[src/rtl/dw01_add_seq_8.sv]
// dw01_add_seq_8 -- digit-serial adder: {CO, SUM} = A + B + CI.
//
// A single DIGIT-bit adder slice and a carry register process the operands,
// least significant digit first, over N = WIDTH/DIGIT RUN cycles. A
// START/BUSY/DONE handshake sequences each operation.
//
// Handshake: START is accepted on any rising CLK edge where the FSM is in
// IDLE or FIN. A, B and CI are sampled only on that edge. START seen in RUN
// is ignored. BUSY is high for exactly the N cycles of RUN. DONE is high for
// the single FIN cycle that follows. SUM and CO change only on the edge that
// enters FIN, and they hold that value until the next such edge or a reset.
//
// Ports:
//   CLK        in   clock, rising edge
//   RST        in   synchronous active-high reset, priority over START
//   START      in   operation request
//   A, B       in   WIDTH-bit unsigned operands
//   CI         in   carry-in
//   BUSY       out  operation in progress (RUN)
//   DONE       out  one-cycle result strobe (FIN)
//   SUM        out  registered (A+B+CI) mod 2^WIDTH
//   CO         out  registered carry-out
//   state_dbg  out  current FSM state (0=IDLE, 1=RUN, 2=FIN)
//
// DIGIT must divide WIDTH exactly.

module dw01_add_seq_8 #(
  parameter int WIDTH = 8,
  parameter int DIGIT = 2
) (
  input  logic             CLK,
  input  logic             RST,
  input  logic             START,
  input  logic [WIDTH-1:0] A,
  input  logic [WIDTH-1:0] B,
  input  logic             CI,
  output logic             BUSY,
  output logic             DONE,
  output logic [WIDTH-1:0] SUM,
  output logic             CO,
  output logic [1:0]       state_dbg
);

  localparam int N  = WIDTH / DIGIT;
  localparam int CW = (N > 1) ? $clog2(N) : 1;
  localparam logic [CW-1:0] LAST = CW'(N - 1);

  typedef enum logic [1:0] {
    IDLE = 2'd0,
    RUN  = 2'd1,
    FIN  = 2'd2
  } state_t;

  state_t           state;
  logic [WIDTH-1:0] a_r;
  logic [WIDTH-1:0] b_r;
  logic [WIDTH-1:0] psum;
  logic             carry;
  logic [CW-1:0]    cnt;

  logic [DIGIT:0]   digit_sum;
  logic [WIDTH-1:0] psum_next;

  // Shared adder slice: low digit of each operand plus the running carry.
  assign digit_sum = {1'b0, a_r[DIGIT-1:0]} + {1'b0, b_r[DIGIT-1:0]}
                   + {{DIGIT{1'b0}}, carry};

  // The new digit enters at the top of the partial sum. After N shifts the
  // first digit has reached bit 0, so the register holds the full result.
  generate
    if (DIGIT == WIDTH) begin : g_single
      assign psum_next = digit_sum[DIGIT-1:0];
    end else begin : g_multi
      assign psum_next = {digit_sum[DIGIT-1:0], psum[WIDTH-1:DIGIT]};
    end
  endgenerate

  // BUSY and DONE decode straight from the state register, so they are
  // glitch-free and can never be high together.
  assign BUSY      = (state == RUN);
  assign DONE      = (state == FIN);
  assign state_dbg = state;

  always_ff @(posedge CLK) begin
    if (RST) begin
      state <= IDLE;
      a_r   <= '0;
      b_r   <= '0;
      psum  <= '0;
      carry <= 1'b0;
      cnt   <= '0;
      SUM   <= '0;
      CO    <= 1'b0;
    end else begin
      case (state)
        IDLE, FIN: begin
          if (START) begin
            a_r   <= A;
            b_r   <= B;
            carry <= CI;
            cnt   <= '0;
            state <= RUN;
          end else begin
            state <= IDLE;
          end
        end

        RUN: begin
          a_r   <= a_r >> DIGIT;
          b_r   <= b_r >> DIGIT;
          carry <= digit_sum[DIGIT];
          psum  <= psum_next;
          cnt   <= cnt + CW'(1);
          if (cnt == LAST) begin
            SUM   <= psum_next;
            CO    <= digit_sum[DIGIT];
            state <= FIN;
          end
        end

        default: state <= IDLE;
      endcase
    end
  end

endmodule
[config.mk]
export PLATFORM = sky130hd
export DESIGN_NAME = dw01_add_seq_8
export DESIGN_NICKNAME = d
export VERILOG_FILES = /design/src/rtl/dw01_add_seq_8.sv
export SDC_FILE = /design/constraint.sdc
export NUM_CORES = 1
export LEC_CHECK = 0
export ABC_AREA = 0
export BUFFER_PORTS_ARGS = -buffer_cell sky130_fd_sc_hd__buf_2
export CAP_MARGIN = 0
export CORE_MARGIN = 4
export CORE_UTILIZATION = 56
export DETAILED_ROUTE_END_ITERATION = 8
export PLACE_DENSITY = 0.82
export SYNTH_ARGS = -nofsm -noshare
export SYNTH_HDL_FRONTEND = slang
export SYNTH_SLANG_ARGS = --single-unit
[constraint.sdc]
create_clock -name CLK -period 2.73 [get_ports CLK]
set_input_delay 0.1365 -clock CLK [delete_from_list [all_inputs] [get_ports CLK]]
set_output_delay 0.1365 -clock CLK [all_outputs]
set_load 0.01 [all_outputs]
Word level (Yosys, flattened, before mapping)

Cells that the tools add are included.

Logic and storage cells: 32
Output and inout bits: 13
Input bits: 20
Flip-flop bits (word level): 38

$add $sub $neg: 3
Reduce and logical (&&, ||, !) cells: 5
Mux-type cells: 11
Eq/ne operators: 5

Operators by type and width:

| kind                                          | number |
|---|---|
| case mux 8 bit (2 select lines)               | 2 |
| two-way mux 8 bit                             | 2 |
| case mux 2 bit (2 select lines)               | 2 |
| == test 2 bit, second input constant          | 2 |
| two-way mux 2 bit                             | 2 |
| AND reduction 2 bit                           | 2 |
| adder 2 x 2 -> 3 bit                          | 1 |
| adder 3 x 1 -> 3 bit                          | 1 |
| adder 2 x 1 -> 2 bit, second input constant   | 1 |
| == test 2 x 1 -> 1 bit, second input constant | 1 |
| zero test 2 bit                               | 1 |
| two-way mux 1 bit                             | 2 |
| != test 2 x 1 -> 1 bit, second input constant | 1 |
| != test 2 bit, second input constant          | 1 |
| case mux 1 bit (2 select lines)               | 1 |
| nonzero test 2 bit                            | 1 |
| OR reduction 2 bit                            | 1 |

Depth between registers and ports, before layout

Gate-level depths: netlist of run 1.

Depth after elaboration: 4
Depth in mapped cells: 5
Mapped depth without buffers: 5

Least setup slack after synthesis of run 1

Ideal clock, no wire load.

Kind: register -> register
Start point: register a_r[0]
End point: register psum[7]
Cell stages (with the launch flop): 5
Setup slack: 1239 ps
Clock period less this slack: 1491 ps
Data arrival time: 1406 ps
Required time: 2644 ps
Path buffers: 0
Library setup time: 86 ps
Cell sequence: dfxtp_1 inv_1 fa_1 fa_1 a211oi_1

Cells in the longest elaborated chain, start to end: 2

Ends and longest elaborated chain:

| item                     | RTL line | RTL |
|---|---|---|
| start: declaration       | 55       | `logic [WIDTH-1:0] a_r;` |
| start signal: assignment | 109      | `a_r <= a_r >> DIGIT;` |
| adder 2 x 2 -> 3 bit     | 65       | `assign digit_sum = {1'b0, a_r[DIGIT-1:0]} + {1'b0, b_r[DIGIT-1:0]}` |
| adder 3 x 1 -> 3 bit     | 66       | `+ {{DIGIT{1'b0}}, carry};` |
| end signal: assignment   | 112      | `psum <= psum_next;` |
| end: declaration         | 57       | `logic [WIDTH-1:0] psum;` |

No other way between the ends.
A chain may end at the register's enable or synchronous reset.

Final worst setup path of run 1

Start point: register state[1] (netlist: state_dbg[1])
End point: output BUSY

Cells in the longest elaborated chain, start to end: 1

Ends and longest elaborated chain:

| item                     | RTL line | RTL |
|---|---|---|
| start: declaration       | 54       | `state_t state;` |
| start signal: assignment | 86       | `state <= IDLE;` |
| start signal: assignment | 102      | `state <= RUN;` |
| start signal: assignment | 104      | `state <= IDLE;` |
| == test 2 x 1 -> 1 bit   | 80       | `assign BUSY = (state == RUN);` |
| end: declaration         | 37       | `output logic BUSY,` |

No other way between the ends.

==> impl_metrics.csv, run 1 <==
group,metric,value,unit
finish,nFillCells,225,
placed_design,routabilityCongestion,0.724,
sta,slew_headroom,0.517,
global_route,grt_pass1_wl,4910,µm
finish,nets,225,
sta,maxSlewViolCount,0,
global_route,first_global_vias,1184,
global_route,grtUsageTotal,0.185,
sta,hold_viol,0,
sta,timing.fmax,506,MHz
yosys,synth-seq-area-share,0.484,
sta,worst_pin_slew,0.724,ns
floorplan,die_w,59.6,µm
worst_setup_path,path_buf_inv,2,
route,met1_length,1210,µm
flow_run,cap_violations,0,
clock_network,cts_resized,0,
finish,drive_gt1_frac,0.202,
power,p_leak,0.671,nW
finish,area_growth_syn_to_layout,10.3,%
clock_network,ctsHoldBuffers,0,
floorplan,rows,18,
clock_network,clkSinkCount,36,
floorplan,core,2500,µm²
worst_setup_path,critPathLaunchType,"register",
yosys,synth_area,1490,µm²
floorplan,initial_core_util,0.596,
yosys,syn_nets,200,
global_route,overflow,0,
route,wirelength,2840,µm
worst_setup_path,critical-path-slowest-cell,"nand2b_2",
yosys,postSynthCellCount,177,
yosys,synth.distinct_cells,22,
route,routed.top_layer,"met4",
sta,fin_tns_setup,0,ns
floorplan,dieArea,3550,µm²
worst_setup_path,crit_fanout,38,
clock_network,cts_buffers,5,
yosys,ys_ff_latch,36,
sta,fin_skew,0.00688,ns
yosys,yosysWarningCount,0,
worst_setup_path,crit_type,"register to output port",
clock_network,clk-insertion-delay-late,0.33,ns
placed_design,placed_cells,225,
global_route,grt_max_degree,39,
route,drt_pass1_iterations,4,
floorplan,dieHeight,59.6,µm
sta,rsz0062_at_grt,"no",
finish,diodes,0,
worst_setup_path,path_delay_family,"simple AND/OR/NAND/NOR gates",
route,drt-vias-per-instance,5.37,
sta,period_needed,1.98,ns
route,routed-wl-met2,1370,µm
min_path,hold_class,"primary input to register",
route,vias,1251,
clock_network,cts.clk_slew.worst_paths,0.10,ns
placed_design,port_buffers,32,
route,dr.first_iter.drc_count,44,
clock_network,root_buffer,"clkbuf_4",
clock_network,clockBufferDepth,2,
finish,fin_cells,233,
clock_network,cts_setup_buffers,0,
global_route,antenna_found_initial,0,
worst_setup_path,cp-end-kind,"output port",
route,routedWlPerCell,12.2,µm
outcome,outcome,"finished, final reports clean",
worst_setup_path,required,2.59,ns
clock_network,tritoncts,"done",
placed_design,dp_hpwl,1930,µm
route,drcViolationCount,0,
yosys,syn_avg_cell_area,8.41,µm²
route,wl_met3,217,µm
power,power.density,600,nW/µm²
worst_setup_path,arrival,1.84,ns
worst_setup_path,slowest_delay,0.58,ns
sta,fin_crit_sh,0.724,
route,ant_nets,0,
floorplan,ioPinCount,33,
sta,report.final.setup_viol,0,
clock_network,htreeDepth,2,
power,ir_drop,435,µV
worst_setup_path,crit_chain,"nand2b_2 > inv_1 > buf_2",
## tightest hold or removal path: stages
cell     delay [ns]
buf_2          0.09
nand2_1        0.05
a21oi_1        0.05
## layer usage
metal  global-route usage  vias to the layer above
met4                0.111                        0
li1                     -                      641
met3               0.0479                        4
met5                    0                        -
met2                0.301                       42
met1                0.215                      564
## area by class of cell
type / count / area [µm²] / share of cell area
Clock buffer: 8 / 58.8 / 0.0358
Inverter: 6 / 22.5 / 0.0137
Multi-Input combinational cell: 121 / 642 / 0.391
Sequential cell: 36 / 721 / 0.439
Tap cell: 30 / 37.5 / 0.0229
Timing Repair Buffer: 32 / 160 / 0.0976
## state kept, by name (all words and copies together), names as in the netlist
name       count
b_r            8
state_dbg      2
SUM            8
a_r            8
cnt            2
psum           6
carry          1
CO             1
## Yosys cell counts, drive strengths merged
library cell / n / share of area
nor2: 19 / 0.048
nand3: 7 / 0.024
clkbuf: 4 / 0.010
dfxtp: 36 / 0.48
a2bb2oi: 1 / 0.0059
nand2b: 3 / 0.014
inv: 6 / 0.015
nand3b: 1 / 0.0050
fa: 2 / 0.027
a311oi: 12 / 0.071
a21oi: 17 / 0.057
a211oi: 5 / 0.025
and2b: 1 / 0.0050
ha: 1 / 0.0084
nor2b: 1 / 0.0059
nand2: 49 / 0.12
o21a: 1 / 0.0050
and3b: 1 / 0.0067
buf: 10 / 0.060
## report_power, final
part | switching, mW | internal, mW | total, mW
Sequential | 0.0175 | 0.555 | 0.572
Combinational | 0.0717 | 0.0467 | 0.118
Clock | 0.167 | 0.127 | 0.294
Total | 0.256 | 0.728 | 0.985
## logic make-up after synthesis
group / Yosys count / synth area share
flip-flops: 36 / 0.484
AO/OA/AOI/OAI: 36 / 0.164
buffers and inverters: 20 / 0.0849
adder cells (fa/ha/maj): 3 / 0.0353
AND/OR/NAND/NOR: 82 / 0.232
## final timing paths
path,start,endpoint,slack (ns),depth (start not counted)
max,state_dbg[1],BUSY,0.75,3
min,B[6],b_r[6],0.04,3
max reg2reg,state_dbg[1],psum[6],1.08,3
min reg2reg,SUM[5],SUM[5],0.46,2
## stage by stage
stage	cell area (µm²)	worst slack [ns]	total power, mW	hold slack [ns]	util
floorplan	1490	1.24	0.682	0.273	-
global placement	1580	1.15	0.698	0.378	0.633
detailed placement	1580	1.11	0.704	0.392	0.633
CTS	1640	0.756	0.995	0.0211	0.657
global route	1640	0.583	1.04	0.0372	0.657
finish	1640	0.752	0.985	0.0351	0.657
## layout by cell type, fill, tap and decap left out
| cell type | n |
|---|---|
| nand2b_1 | 2 |
| nor2_1 | 19 |
| ha_1 | 1 |
| and2b_1 | 1 |
| nor2b_2 | 1 |
| dfxtp_1 | 36 |
| inv_1 | 6 |
| clkbuf_1 | 2 |
| nand3_1 | 7 |
| a211oi_1 | 5 |
| buf_2 | 32 |
| o21a_1 | 1 |
| and3b_2 | 1 |
| nand2_1 | 49 |
| nand2b_2 | 1 |
| clkbuf_8 | 1 |
| a2bb2oi_1 | 1 |
| a311oi_1 | 12 |
| a21oi_1 | 17 |
| clkbuf_4 | 5 |
| fa_1 | 2 |
| nand3b_1 | 1 |
No activity file was read; power rests on OpenSTA's default activity.
==> inputs of run 2 (changes only) <==
--- a/config.mk
+++ b/config.mk
@@ -5,13 +5,13 @@
 export SDC_FILE = /design/constraint.sdc
 export NUM_CORES = 1
 export LEC_CHECK = 0
-export ABC_AREA = 0
+export ABC_AREA = 1
 export BUFFER_PORTS_ARGS = -buffer_cell sky130_fd_sc_hd__buf_2
 export CAP_MARGIN = 0
 export CORE_MARGIN = 4
-export CORE_UTILIZATION = 56
+export CORE_UTILIZATION = 54
 export DETAILED_ROUTE_END_ITERATION = 8
-export PLACE_DENSITY = 0.82
+export PLACE_DENSITY = 0.78
 export SYNTH_ARGS = -nofsm -noshare
 export SYNTH_HDL_FRONTEND = slang
 export SYNTH_SLANG_ARGS = --single-unit
==> constraint.sdc (replaced) <==
create_clock -name CLK -period 1.82 [get_ports CLK]
set_input_delay 0.091 -clock CLK [delete_from_list [all_inputs] [get_ports CLK]]
set_output_delay 0.091 -clock CLK [all_outputs]
set_load 0.01 [all_outputs]
==> run 2 against run 1 <==
Against the previous run:
- final cell count increased by 25%
- clock power increased by 51%
- global-route usage increased by 0.56 points
- sequential share of layout area decreased by 8.5 points
==> impl_metrics.csv, run 2 <==
group,metric,value,unit
outcome,outcome,"finished, final reports clean",
finish,diodes,0,
sta,fin_tns_setup,0,ns
clock_network,clockBufferDepth,2,
global_route,overflow,0,
clock_network,htreeDepth,2,
clock_network,cts_buffers,5,
placed_design,routabilityCongestion,0.818,
finish,nFillCells,245,
route,dr.first_iter.drc_count,80,
sta,worst_pin_slew,0.542,ns
finish,final_util,0.713,
power,pwr-share-seq,0.533,
yosys,synth-seq-area-share,0.435,
power,power.density,800,nW/µm²
finish,final_cell_mix,"dfxtp_1, nor2_1, buf_2",
floorplan,core,2850,µm²
yosys,postSynthCellCount,210,
worst_setup_path,crit_fanout,15,
yosys,syn_nets,233,
clock_network,cts.clk_slew.worst_paths,0.10,ns
power,pwr-share-comb,0.193,
power,switching_share,0.284,
yosys,synth-async-reset-ratio,0,
yosys,yosys.area.top_type,"dfxtp_1",
finish,area_growth_syn_to_layout,22.8,%
power,p_leak,0.962,nW
route,drcViolationCount,0,
yosys,synth_top_area_frac,0.435,
finish,drive_gt1_frac,0.253,
sta,fin_crit_sh,0.897,
yosys,synth_area,1660,µm²
global_route,grt_max_degree,31,
worst_setup_path,cp-end-kind,"output port",
clock_network,root_buffer,"clkbuf_4",
sta,fin_skew,0.00520,ns
min_path,hold_class,"primary input to register",
placed_design,port_buffers,32,
global_route,grt_pass1_wl,5920,µm
yosys,ys.flop_type,"dfxtp_1",
finish,layout.cells.most_common,"dfxtp_1",
route,ant_nets,0,
route,vias,1501,
floorplan,ioPinCount,33,
yosys,synth.distinct_cells,24,
sta,period_needed,1.63,ns
global_route,grtUsageTotal,0.190,
worst_setup_path,required,1.73,ns
sta,hold_viol,0,
worst_setup_path,critPathLaunchType,"register",
sta,timing.fmax,613,MHz
yosys,synthTopCellsByCount,"dfxtp_1, nor2_1, nand3_1",
finish,nets,283,
route,routedWlPerCell,12.2,µm
finish,largestRegisters,"SUM: 8 flops, a_r: 8 flops, b_r: 8 flops",
yosys,synth_most_common_cell,"dfxtp_1",
yosys,yosysWarningCount,0,
clock_network,clkSinkCount,36,
placed_design,dp_hpwl,2260,µm
floorplan,dieArea,4020,µm²
sta,report.final.setup_viol,0,
route,drt-vias-per-instance,5.14,
worst_setup_path,arrival,1.54,ns
yosys,synth_area_leaders,"dfxtp_1, nand3_1, nor2_1",
clock_network,cts_resized,0,
yosys,synth_edf_count,0,
sta,maxSlewViolCount,0,
floorplan,die_w,63.4,µm
yosys,ys_ff_latch,36,
power,net-switching-power,0.462,mW
worst_setup_path,crit_type,"register to output port",
global_route,antenna_found_initial,0,
route,drt_pass1_iterations,4,
sta,slew_headroom,0.638,
floorplan,rows,19,
floorplan,initial_core_util,0.581,
sta,rsz0062_at_grt,"no",
clock_network,clk-insertion-delay-late,0.34,ns
power,power.internal,1.17,mW
clock_network,tritoncts,"done",
power,clkPwrFrac,0.274,
floorplan,dieHeight,63.4,µm
route,wirelength,3580,µm
global_route,first_global_vias,1307,
power,ir_drop,537,µV
yosys,syn_avg_cell_area,7.89,µm²
flow_run,cap_violations,0,
[run 2: cell count changes after synthesis, moves of 9 or more]
cell	previous run	this run
a311oi_1	12	0
nand3_1	7	28
a21oi_2	0	9
a21oi_1	17	0
nand2_1	49	26
inv_1	6	23
nor3_1	0	12
nor2_1	19	35
[run 2: cell families (layout without fill, tap and decap cells)]
group                      Yosys count  count (layout)  synth area share
and+or+nand+nor                    112             113             0.327
AOI/OAI and AO/OA                   23              23            0.0974
buffers and inverters               36              86             0.109
DFF                                 36              36             0.435
adders and majority gates            3               3            0.0317
[run 2: repair_timing]
item	in CTS	in global routing
endpoints found under the hold margin	15	0
hold buffers	15	0
buffers inserted	0	0
setup endpoints to repair	0	1
[run 2: routing by layer]
| metal | GRT usage | part of all wire |
|---|---|---|
| met1 | 0.243 | 0.46 |
| met2 | 0.289 | 0.45 |
| met3 | 0.0657 | 0.069 |
| met4 | 0.0809 | 0.019 |
| met5 | 0 | 0 |
[run 2: power by group through the flow]
stage	Combinational [mW]	Clock [mW]	Sequential (mW)
3_3_place_gp	0.276	0	0.883
3_5_place_dp	0.282	0	0.885
6_report	0.314	0.445	0.867
4_1_cts	0.307	0.457	0.867
5_1_grt	0.355	0.490	0.873
2_1_floorplan	0.224	0	0.880
[run 2: final timing paths]
kind,start,end,slack [ns],cells past startpoint
worst max-delay path,state_dbg[0],BUSY,0.19,4
worst min register to register,b_r[7],b_r[7],0.47,2
worst max register to register,a_r[0],SUM[7],0.20,6
worst min-delay path,B[3],b_r[3],0.02,3
[run 2: layout make-up]
cell class                      count  area, µm²  area share
Sequential cell                    36        721       0.354
Tap cell                           31       38.8      0.0191
Inverter                           25       93.8      0.0461
Clock buffer                        8       58.8      0.0289
Timing Repair Buffer               53        355       0.175
Multi-Input combinational cell    139        767       0.377
[run 2: worst max-delay path, stage by stage (launching register included)]
cell,delay [ns]
dfxtp_1,0.44
inv_2,0.14
nor2_8,0.26
buf_4,0.22
buf_2,0.14
[run 2: per-stage QoR]
step / setup slack (ns) / cells / power, mW / instance area, µm² / hold WS [ns]
6_report: 0.188 / 292 / 1.63 / 2030 / 0.0178
5_1_grt: 0.0461 / 292 / 1.72 / 2030 / 0.00300
4_1_cts: 0.0967 / 291 / 1.63 / 2020 / 0.0142
3_5_place_dp: 0.215 / 268 / 1.17 / 1810 / 0.328
3_3_place_gp: 0.244 / 268 / 1.16 / 1810 / 0.323
2_1_floorplan: 0.298 / 210 / 1.10 / 1660 / 0.232
